**config.mk**
```make
export PLATFORM = sky130hd
export DESIGN_NAME = morse_symbol_framer
export DESIGN_NICKNAME = d
export VERILOG_FILES = /design/src/rtl/morse_symbol_framer.sv
export SDC_FILE = /design/constraint.sdc
export NUM_CORES = 1
export LEC_CHECK = 0
export ABC_AREA = 1
export ABC_CLOCK_PERIOD_IN_PS = 2800
export CORE_UTILIZATION = 60
export CTS_CLUSTER_DIAMETER = 120
export DETAILED_ROUTE_END_ITERATION = 10
export GPL_TIMING_DRIVEN = 1
export MAX_ROUTING_LAYER = met4
export PLACE_DENSITY = 0.83
export SLEW_MARGIN = 20
export SYNTH_ARGS = -nofsm -noshare
export SYNTH_HDL_FRONTEND = slang
export SYNTH_SLANG_ARGS = --single-unit
export TNS_END_PERCENT = 10
```
**constraint.sdc**
```tcl
create_clock -name clk -period 2.8 [get_ports clk]
set_clock_uncertainty 0.15 [all_clocks]
set_input_delay 0.84 -clock clk [delete_from_list [all_inputs] [get_ports clk]]
set_output_delay 0.84 -clock clk [all_outputs]
set_load 0.02 [all_outputs]
```
**src/rtl/morse_symbol_framer.sv**
```systemverilog
// Morse key front end: times presses and gaps, builds {count, pattern} code
// words and queues them in a show-ahead FIFO with a valid/ready output.
module morse_symbol_framer #(
  parameter int MAX_SYM     = 5,
  parameter int CNT_W       = $clog2(MAX_SYM + 2),
  parameter int UNIT_CYCLES = 5_000_000,
  parameter int DASH_UNITS  = 2,
  parameter int LG_UNITS    = 3,
  parameter int WG_UNITS    = 7,
  parameter int DEPTH       = 8
) (
  input  logic                     clk,
  input  logic                     reset_n,
  input  logic                     key,
  output logic [CNT_W+MAX_SYM-1:0] code_data,
  output logic                     code_valid,
  input  logic                     code_ready,
  output logic [CNT_W-1:0]         cur_count,
  output logic [MAX_SYM-1:0]       cur_pattern,
  output logic                     sym_err,
  output logic                     drop,
  output logic                     fifo_full
);

  localparam int CW = CNT_W + MAX_SYM;
  localparam int PW = (UNIT_CYCLES > 1) ? $clog2(UNIT_CYCLES) : 1;
  localparam int DW = $clog2(WG_UNITS + 1);
  localparam int AW = (DEPTH > 1) ? $clog2(DEPTH) : 1;

  localparam logic [PW-1:0]    PRE_LAST  = PW'(UNIT_CYCLES - 1);
  localparam logic [DW-1:0]    DASH_D    = DW'(DASH_UNITS);
  localparam logic [DW-1:0]    LG_LAST   = DW'(LG_UNITS - 1);
  localparam logic [DW-1:0]    WG_LAST   = DW'(WG_UNITS - 1);
  localparam logic [DW-1:0]    WG_D      = DW'(WG_UNITS);
  localparam logic [CNT_W-1:0] CNT_MAX   = CNT_W'(MAX_SYM);
  localparam logic [CW-1:0]    ERR_CODE  = '1;
  localparam logic [CW-1:0]    SPACE_CODE = {{CNT_W{1'b1}}, {MAX_SYM{1'b0}}};

  logic               key_q, key_d;
  logic [PW-1:0]      presc_q, presc_d;
  logic [DW-1:0]      dur_q, dur_d;
  logic [CNT_W-1:0]   count_q, count_d;
  logic [MAX_SYM-1:0] pattern_q, pattern_d;
  logic               err_q, err_d;
  logic               armed_q, armed_d;
  logic               drop_q, drop_d;
  logic [AW:0]        wr_ptr_q, wr_ptr_d;
  logic [AW:0]        rd_ptr_q, rd_ptr_d;
  logic [CW-1:0]      mem_q [DEPTH];

  logic          key_edge, wrap, dash_sym;
  logic          letter_evt, space_evt;
  logic          push, push_ok, pop, empty, full;
  logic [CW-1:0] push_data;

  assign key_edge = key ^ key_q;
  assign wrap     = (presc_q == PRE_LAST);
  assign dash_sym = (dur_q >= DASH_D);

  // Gap events fire on the wrap that moves dur_units onto the threshold;
  // a key edge in the same cycle wins and cancels them.
  assign letter_evt = !key_edge && !key_q && wrap && (dur_q == LG_LAST)
                      && ((count_q != '0) || err_q);
  assign space_evt  = !key_edge && !key_q && wrap && (dur_q == WG_LAST) && armed_q;

  assign push      = letter_evt || space_evt;
  assign push_data = space_evt ? SPACE_CODE :
                     err_q     ? ERR_CODE   : {count_q, pattern_q};

  always_comb begin
    key_d     = key;
    presc_d   = presc_q;
    dur_d     = dur_q;
    count_d   = count_q;
    pattern_d = pattern_q;
    err_d     = err_q;
    armed_d   = armed_q;

    if (key_edge) begin
      presc_d = '0;
      dur_d   = '0;
      if (key_q && !key) begin
        if (count_q < CNT_MAX) begin
          pattern_d = MAX_SYM'({pattern_q, dash_sym});
          count_d   = count_q + CNT_W'(1);
        end else begin
          err_d = 1'b1;
        end
      end
    end else if (wrap) begin
      presc_d = '0;
      if (dur_q != WG_D) dur_d = dur_q + DW'(1);
    end else begin
      presc_d = presc_q + PW'(1);
    end

    if (letter_evt) begin
      count_d   = '0;
      pattern_d = '0;
      err_d     = 1'b0;
      armed_d   = 1'b1;
    end
    if (space_evt) armed_d = 1'b0;
  end

  // Extra pointer bit separates full from empty when the indices match.
  assign empty   = (wr_ptr_q == rd_ptr_q);
  assign full    = (wr_ptr_q[AW] != rd_ptr_q[AW]) && (wr_ptr_q[AW-1:0] == rd_ptr_q[AW-1:0]);
  assign pop     = !empty && code_ready;
  assign push_ok = push && (!full || pop);

  always_comb begin
    wr_ptr_d = wr_ptr_q;
    rd_ptr_d = rd_ptr_q;
    drop_d   = drop_q;
    if (push_ok) wr_ptr_d = wr_ptr_q + (AW+1)'(1);
    if (pop)     rd_ptr_d = rd_ptr_q + (AW+1)'(1);
    if (push && !push_ok) drop_d = 1'b1;
  end

  always_ff @(posedge clk) begin
    if (!reset_n) begin
      key_q     <= 1'b0;
      presc_q   <= '0;
      dur_q     <= '0;
      count_q   <= '0;
      pattern_q <= '0;
      err_q     <= 1'b0;
      armed_q   <= 1'b0;
      drop_q    <= 1'b0;
      wr_ptr_q  <= '0;
      rd_ptr_q  <= '0;
    end else begin
      key_q     <= key_d;
      presc_q   <= presc_d;
      dur_q     <= dur_d;
      count_q   <= count_d;
      pattern_q <= pattern_d;
      err_q     <= err_d;
      armed_q   <= armed_d;
      drop_q    <= drop_d;
      wr_ptr_q  <= wr_ptr_d;
      rd_ptr_q  <= rd_ptr_d;
    end
  end

  // Storage needs no reset: the head is masked while the FIFO is empty.
  always_ff @(posedge clk) begin
    if (reset_n && push_ok) mem_q[wr_ptr_q[AW-1:0]] <= push_data;
  end

  assign code_valid  = !empty;
  assign code_data   = empty ? '0 : mem_q[rd_ptr_q[AW-1:0]];
  assign fifo_full   = full;
  assign cur_count   = count_q;
  assign cur_pattern = pattern_q;
  assign sym_err     = err_q;
  assign drop        = drop_q;

endmodule
```
==> impl_metrics.toml, run 1 <==
[status]
outcome = "finished, violations left"
violations = "setup timing"

[synthesis]
yosysTopAreaCell = "edfxtp_1"
synth-seq-area-share_pct = 56.59
postSynthAreaPerCell_um2 = 9.210
yosysWarnings = 0
syn-instance-count = 557
syn-cell-area_mm2 = 0.005130
synthDistinctLibCells = 40
async_flop_share_pct = 0
synth.top_cell.area_share_pct = 37.46
synth_ff_type = "edfxtp_1"
ys_ff_latch = 113
synthTopCellsByArea = "edfxtp_1, dfxtp_1, nor2_1"
syn-num-nets = 572
synth_edf_count = 64

[worst_setup_path]
required_ps = 1810
start_kind = "register"
r2r-start = "cur_count[0]$_SDFFE_PP0P_"
crit_path_end_kind = "output pin"
timing.rr.end = "mem_q[4][0]$_DFFE_PP_"
ff2ff_path_depth = 8
reg2reg_slack_ps = 400
path_class = "reg -> out"
crit_fanout = 5
arrival_ps = 1880

[clock_network]
h-tree-depth = 4
numCtsBuffers = 17
cts_tree = "yes"
cts_root_buffer = "clkbuf_8"
clock_sinks = 113
clk_latency_ps = 520
cts_buffer_depth = 2
clk_pin_slew_ps = 60

[layout]
final_cells = 747
mostFrequentLayoutCells = "nor2_1, nand2_1, edfxtp_1"
areaGrowthSynthToFinish_pct = 27.61
mostFrequentLayoutCell = "nor2_1"
utilization_pct = 79.27
drive_above_1_share_pct = 24.14
diodes = 0
fin_nets = 644

[grt]
grt_pass1_wl_um = 20530
grt_max_degree = 21
antenna_found_initial = 0
grt_pass1_vias = 4279
track_usage_pct = 31.94
grt.overflow.total = 0

[floorplan]
core_mm2 = 0.008258
rows = 33
die_width_um = 94.47
ios = 24
start_util_pct = 62.12
die_y_um = 94.47
die_area_mm2 = 0.008924

[route]
drc = 0
via_count = 4378
drtIter0Drc = 357
wl_met2_um = 6957
routed.top_layer = "met4"
wire_per_inst_um = 17.83
ant_nets = 0
routed_wl_um = 13320
firstDrtPassIters = 5
drt-met1-wl_um = 4920
wl_met3_um = 965
vias_per_cell = 5.861

[power]
p_leak_nw = 2.577
ir_worst_vdd_mv = 0.4595
cellPowerDensity_mw_per_mm2 = 657.6
finalPower_mw = 4.305

[min_path]
holdPathStages = 1
hold_class = "reg -> reg"
min_to = "presc_q[0]$_SDFF_PP0_"
min_from = "presc_q[0]$_SDFF_PP0_"

[timing]
hold_viol_final = 0
setup_slack_ps = -69.48
worst_pin_slew_ps = 396.5
rsz0062_at_grt = "true"
setup_tns_ps = -138.1
min_period_ps = 2869
post-route-period-util_pct = 102.5
fmax_mhz = 348.5
setup-violations-final = 5
slew_violations = 0
max-slew-margin-rel_pct = 73.54

[flow_run]
drv_cap = 0

[place]
place.gp.congestion = 0.8768
dp_slack_ps = -16.44
dp_cells = 706
dpl.hpwl_um = 8270
port_buffers = 23
==> final cells by class <==
| class | count | area (um2) |
|---|---|---|
| tap | 105 | 131.4 |
| multi-input combinational | 371 | 2101 |
| fill | 475 | 1712 |
| inverter | 62 | 240.2 |
| timing repair buffer | 64 | 578.1 |
| clock inverter | 14 | 155.1 |
| sequential | 113 | 2923 |
| clock buffer | 18 | 417.9 |
==> layer usage <==
metal	global-route usage, %	up-vias
li1	-	2033
met2	53.93	248
met5	-	-
met4	15.15	0
met3	7.246	54
met1	35.95	2043
==> critical path, cell delays in order, from the launching register on <==
cell	delay [ps]
dfxtp_2	360
inv_2	70
nand2_1	130
nand2_2	100
nor2_4	170
nand3_4	170
o21ai_2	120
nor2_1	70
buf_4	160
==> power breakdown <==
group	switching (mW)	total [mW]	leakage, nW	internal (mW)
Sequential	0.0180	1.77	0.992	1.75
Clock	0.803	2.08	0.277	1.28
Combinational	0.260	0.457	1.31	0.197
==> synthesized netlist by cell type, types with 2 or more instances <==
cell type and number:
nor2_2 2, ha_1 11, nand3_1 21, nand3_2 3
nand4_4 2, nand2_4 2, nand2_2 6, inv_2 16
nor2_4 4, nand2_1 84, nor2_1 116, dfxtp_1 49
xor2_1 5, o21ai_1 6, nor3_1 11, o32ai_1 16
nand4_1 3, a21oi_1 29, inv_1 45, edfxtp_1 64
a31oi_1 2, clkbuf_1 10, o21ai_0 33
==> timing repair <==
action / 4_1_cts / 5_1_grt
cloned: 2 / 2
endpoints found under the setup margin: 10 / 10
buffers inserted: 2 / 3
resized for setup: 50 / 55
pin swaps: 2 / 4
hold buffers: 0 / 0
==> cell families after synthesis <==
| family | count (synthesis) | synth area share (%) |
|---|---|---|
| AOI/OAI and AO/OA | 90 | 10.24 |
| xor gates and xnor gates | 8 | 1.659 |
| adders and majority gates | 11 | 2.683 |
| buffers and inverters | 74 | 5.488 |
| DFF | 113 | 56.59 |
| and+or+nand+nor | 261 | 23.34 |
==> how the worst max path moves through the flow <==
stage,from,end,depth (start not counted)
after floorplan,key,mem_q[1][0]$_DFFE_PP_,6
after global placement,register,code_data[0],6
after detailed placement,register,code_data[0],7
after CTS,register,code_data[4],7
after global routing,register,code_data[2],6
final,wr_ptr_q[1]$_SDFFE_PN0N_,code_data[2],8
==> state kept, by name (all words and copies together) (netlist names), named ones only <==
register,cells
cur_pattern,5
key_q,1
sym_err,1
cur_count,3
drop,1
presc_q,23
armed_q,1
mem_q,64
rd_ptr_q,4
wr_ptr_q,4
dur_q,3
==> per-stage QoR <==
| step | cell area [um2] | hold WS (ps) |
|---|---|---|
| 2_1_floorplan | 5130 | 267.5 |
| 3_3_place_gp | 5703 | 277.0 |
| 3_5_place_dp | 5703 | 285.6 |
| 4_1_cts | 6319 | 298.9 |
| 5_1_grt | 6546 | 315.0 |
| 6_report | 6546 | 294.4 |
(Power assumes the default switching activity.)
==> run 2: changes to the inputs <==
--- a/config.mk
+++ b/config.mk
@@ -7,12 +7,13 @@
 export LEC_CHECK = 0
 export ABC_AREA = 1
 export ABC_CLOCK_PERIOD_IN_PS = 2800
-export CORE_UTILIZATION = 60
+export CORE_ASPECT_RATIO = 1.25
+export CORE_UTILIZATION = 35
 export CTS_CLUSTER_DIAMETER = 120
 export DETAILED_ROUTE_END_ITERATION = 10
 export GPL_TIMING_DRIVEN = 1
 export MAX_ROUTING_LAYER = met4
-export PLACE_DENSITY = 0.83
+export PLACE_DENSITY = 0.55
 export SLEW_MARGIN = 20
 export SYNTH_ARGS = -nofsm -noshare
 export SYNTH_HDL_FRONTEND = slang
==> impl_metrics.toml, run 2 (synthesized netlist as in run 1, its figures left out) <==
[worst_setup_path]
crit_path_end_kind = "output pin"
path_class = "reg -> out"
max_stage_delay_ps = 360
start_kind = "register"
crit_fanout = 13
arrival_ps = 1820
cpMostUsedCell = "nor2_1"
required_ps = 1810
path_delay_family = "buffers and inverters"
critPathBufInv = 4
ff2ff_path_depth = 8
slowest_stage = "dfxtp_2"
worstPathCellList = "inv_1 -> buf_4 -> buf_4 -> nor2_1 -> o32ai_1 -> nor2_1 -> nor2_1 -> clkdlybuf4s15_2"
cp.depth = 8

[timing]
fmax_mhz = 356.2
hold_viol_final = 0
setup_slack_ps = -7.688
slew_violations = 0
setup-violations-final = 1
post-route-period-util_pct = 100.3
max-slew-margin-rel_pct = 74.60
worst_pin_slew_ps = 380.1
min_period_ps = 2808
whs_ps = 288.8
rsz0062_at_grt = "true"

[route]
routed_wl_um = 11650
wire_per_inst_um = 14.36
vias_per_cell = 4.836
ant_nets = 0
firstDrtPassIters = 6
drtIter0Drc = 309
via_count = 3922
drc = 0

[floorplan]
die_width_um = 110.3
die_y_um = 137.4
core_mm2 = 0.01435
ios = 24
start_util_pct = 35.76
rows = 49
die_area_mm2 = 0.01515

[grt]
antenna_found_initial = 0
grt_max_degree = 33
grt.overflow.total = 0
grt_pass1_vias = 3936
track_usage_pct = 17.42
grt_pass1_wl_um = 18970

[layout]
largest_reg_flops = 64
final_cells = 811
fillers = 1373
drive_above_1_share_pct = 19.12
areaGrowthSynthToFinish_pct = 25.93
utilization_pct = 45.03
mostFrequentLayoutCells = "nor2_1, nand2_1, edfxtp_1"
mostFrequentLayoutCell = "nor2_1"
fin_nets = 636
diodes = 0

[place]
dpl.hpwl_um = 8472
dp_slack_ps = -32.24
dp_cells = 778
port_buffers = 23
place.gp.congestion = 0.8386

[clock_network]
clock_sinks = 113
ctsHoldBuffers = 0
cts_root_buffer = "clkbuf_16"
cts_buffer_depth = 2
clk_latency_ps = 410
clk_pin_slew_ps = 50
h-tree-depth = 4
cts_tree = "yes"
numCtsBuffers = 17

[status]
outcome = "finished, violations left"
violations = "setup timing"

[min_path]
hold_class = "reg -> reg"
holdPathStages = 1

[flow_run]
drv_cap = 0

[power]
ir_worst_vdd_mv = 0.3771
cellPowerDensity_mw_per_mm2 = 666.1
p_leak_nw = 2.484
[run 2: cell count changes in the layout (fill, tap and decap cells not counted), moves of 6 or more]
cell,before,now
o21ai_0,21,30
clkinv_1,1,7
o21ai_1,14,7
buf_4,38,30
[run 2: worst paths after layout]
check | startpoint | slack (ps) | end
max | register | -8 | code_data[7]
min | presc_q[0]$_SDFF_PP0_ | 290 | presc_q[0]$_SDFF_PP0_
max reg2reg | cur_count[0]$_SDFFE_PP0P_ | 600 | mem_q[2][3]$_DFFE_PP_
min reg2reg | presc_q[0]$_SDFF_PP0_ | 290 | presc_q[0]$_SDFF_PP0_
[run 2: cell type report]
type                            instances  area [um2]  share of cell area (%)
Inverter                               62       232.7                   3.603
Sequential cell                       113        2907                   44.99
Multi-Input combinational cell        370        2001                   30.97
Tap cell                              178       222.7                   3.448
Clock inverter                         14       171.4                   2.653
Timing Repair Buffer                   57       500.5                   7.747
Clock buffer                           17       425.4                   6.585
[run 2: through the flow]
step / power, mW / setup TNS, ps / area [um2]
floorplan: 2.007 / 0 / 5130
global placement: 2.139 / -54.30 / 5799
detailed placement: 2.140 / -33.05 / 5799
finish: 4.303 / -7.688 / 6460
CTS: 4.312 / -403.2 / 6402
global route: 4.433 / -334.4 / 6460
[run 2: timing repair]
item,4_1_cts,5_1_grt
pin swaps,1,2
buffers inserted,0,2
resized for setup,27,19
setup endpoints to repair,10,10
[run 2: power breakdown]
part / internal (mW) / switching [mW] / leakage, nW
logic: 0.148 / 0.219 / 1.21
clock network: 1.46 / 0.713 / 0.284
registers: 1.75 / 0.0111 / 0.989
[run 2: per-layer routing]
layer,GRT usage [%],vias up,share of wire (%)
li1,-,2004,-
met1,17.96,1852,42
met2,31.54,49,54
met3,3.974,17,2.5
met4,6.944,0,1.7
met5,-,-,0
==> run 3: changes to the inputs <==
--- a/config.mk
+++ b/config.mk
@@ -6,14 +6,16 @@
 export NUM_CORES = 1
 export LEC_CHECK = 0
 export ABC_AREA = 1
-export ABC_CLOCK_PERIOD_IN_PS = 2800
+export ABC_CLOCK_PERIOD_IN_PS = 3400
+export CELL_PAD_IN_SITES_DETAIL_PLACEMENT = 1
+export CELL_PAD_IN_SITES_GLOBAL_PLACEMENT = 1
 export CORE_ASPECT_RATIO = 1.25
 export CORE_UTILIZATION = 35
 export CTS_CLUSTER_DIAMETER = 120
 export DETAILED_ROUTE_END_ITERATION = 10
 export GPL_TIMING_DRIVEN = 1
 export MAX_ROUTING_LAYER = met4
-export PLACE_DENSITY = 0.55
+export PLACE_DENSITY = 0.66
 export SLEW_MARGIN = 20
 export SYNTH_ARGS = -nofsm -noshare
 export SYNTH_HDL_FRONTEND = slang
==> constraint.sdc (replaced) <==
create_clock -name clk -period 3.4 [get_ports clk]
set_clock_uncertainty 0.15 [all_clocks]
set_input_delay 1.02 -clock clk [delete_from_list [all_inputs] [get_ports clk]]
set_output_delay 1.02 -clock clk [all_outputs]
set_load 0.02 [all_outputs]
==> impl_metrics.toml, run 3 (synthesized netlist as in run 1, its figures left out) <==
[status]
outcome = "finished clean"

[timing]
setup-violations-final = 0
slew_violations = 0
rsz0062_at_grt = "false"
hold_viol_final = 0
fmax_mhz = 309.1
min_period_ps = 3235
post-route-period-util_pct = 95.14
worst_pin_slew_ps = 387.7
max-slew-margin-rel_pct = 74.04
setup_tns_ps = 0

[clock_network]
clk_latency_ps = 410
cts_setup_buffers = 0
h-tree-depth = 4
cts_root_buffer = "clkbuf_16"
cts_buffer_depth = 2
numCtsBuffers = 17
ctsHoldBuffers = 0
cts_tree = "yes"
clk_pin_slew_ps = 60
clock_sinks = 113

[route]
wire_per_inst_um = 15.98
routed_wl_um = 12660
routed.top_layer = "met4"
drtIter0Drc = 155
vias_per_cell = 4.937
firstDrtPassIters = 4
ant_nets = 0
drt-met1-wl_um = 5112
wl_met3_um = 213
via_count = 3910
drc = 0
wl_met2_um = 7204

[floorplan]
die_y_um = 137.4
start_util_pct = 35.76
die_width_um = 110.3
die_area_mm2 = 0.01515
core_mm2 = 0.01435
ios = 24
rows = 49

[worst_setup_path]
reg2reg_slack_ps = 1120
start_kind = "register"
timing.rr.end = "mem_q[3][6]$_DFFE_PP_"
path_class = "reg -> out"
crit_fanout = 10
required_ps = 2230
crit_path_end_kind = "output pin"
r2r-start = "cur_count[0]$_SDFFE_PP0P_"
ff2ff_path_depth = 8
arrival_ps = 2060

[min_path]
min_from = "presc_q[0]$_SDFF_PP0_"
min_to = "presc_q[0]$_SDFF_PP0_"
holdPathStages = 1
hold_class = "reg -> reg"

[power]
cellPowerDensity_mw_per_mm2 = 556.8
p_comb_share_pct = 7.9
ir_worst_vdd_mv = 0.2861
seqPwrFrac_pct = 41.5
p_int_mw = 2.645
p_leak_nw = 2.405
clkPwrFrac_pct = 50.6
swShare_pct = 24.19
switching_power_mw = 0.8442

[layout]
mostFrequentLayoutCells = "nor2_1, nand2_1, edfxtp_1"
final_cells = 792
largest_reg_flops = 64
areaGrowthSynthToFinish_pct = 22.17
mostFrequentLayoutCell = "nor2_1"
drive_above_1_share_pct = 14.50
diodes = 0
final_area_mm2 = 0.006267
fin_nets = 616

[grt]
grt_pass1_wl_um = 20470
antenna_found_initial = 0
track_usage_pct = 18.89
grt_max_degree = 33
grt.overflow.total = 0
grt_pass1_vias = 4110

[place]
dpl_cell_area_mm2 = 0.005664
dpl.hpwl_um = 9259
place.gp.congestion = 0.7651
dp_cells = 760
port_buffers = 23

[flow_run]
drv_cap = 0
## run 3: cell types whose count changed in the layout (fill, tap and decap cells not counted), moves of 4 or more
cell	change
buf_4	-19
o32ai_2	-5
dlygate4sd2_1	+6
clkdlybuf4s15_2	-4
o32ai_1	+5
clkinv_1	-6
## run 3: metrics by stage
stage | utilization (%) | worst slack [ps] | total power, mW | hold slack [ps]
CTS | 43.67 | 77.27 | 3.546 | 307.6
finish | 43.69 | 165.2 | 3.490 | 298.5
global route | 43.69 | 6.963 | 3.617 | 348.5
global placement | 39.48 | 280.6 | 1.754 | 281.3
floorplan | - | 747.3 | 1.653 | 267.5
detailed placement | 39.48 | 202.6 | 1.764 | 297.6
## run 3: cell type report
cell class | count | area, um2
clock buffer | 18 | 439.2
clock inverter | 14 | 156.4
fill | 1649 | 8079
inverter | 62 | 232.7
multi-input combinational | 370 | 1953
sequential | 113 | 2903
tap | 178 | 222.7
timing repair buffer | 37 | 360.3
## run 3: timing repair
item / CTS / global route
resized for setup: 11 / 1
pin swaps: 0 / 0
endpoints found under the setup margin: 8 / 1
## run 3: critical path, cell delays in order (launching register included)
cell	delay, ps
dfxtp_1	410
inv_1	140
nand2_1	80
nand2_1	80
nor2_4	180
nand3_4	180
clkdlybuf4s50_1	590
## run 3: layer usage
metal / GRT usage, % / vias to the layer above
li1: - / 1962
met1: 18.79 / 1909
met2: 35.96 / 31
met3: 3.974 / 8
met4: 6.067 / 0
met5: - / -
## run 3: how the worst max path moves through the flow
stage / from / endpoint / slack (ps) / depth (start not counted)
after global routing: wr_ptr_q[0]$_SDFFE_PN0N_ / code_valid / 7 / 6
after detailed placement: register / code_data[4] / 200 / 6
final: wr_ptr_q[0]$_SDFFE_PN0N_ / code_valid / 170 / 6
after floorplan: key / mem_q[1][0]$_DFFE_PP_ / 750 / 6
after CTS: wr_ptr_q[0]$_SDFFE_PN0N_ / fifo_full / 80 / 7
after global placement: register / code_data[4] / 280 / 6
## run 3: power groups by stage
| stage | Combinational [mW] | Sequential [mW] | Clock (mW) |
|---|---|---|---|
| global route | 0.308 | 1.45 | 1.86 |
| detailed placement | 0.286 | 1.48 | 0 |
| CTS | 0.282 | 1.45 | 1.81 |
| finish | 0.276 | 1.45 | 1.76 |
| global placement | 0.277 | 1.48 | 0 |
| floorplan | 0.175 | 1.48 | 0 |
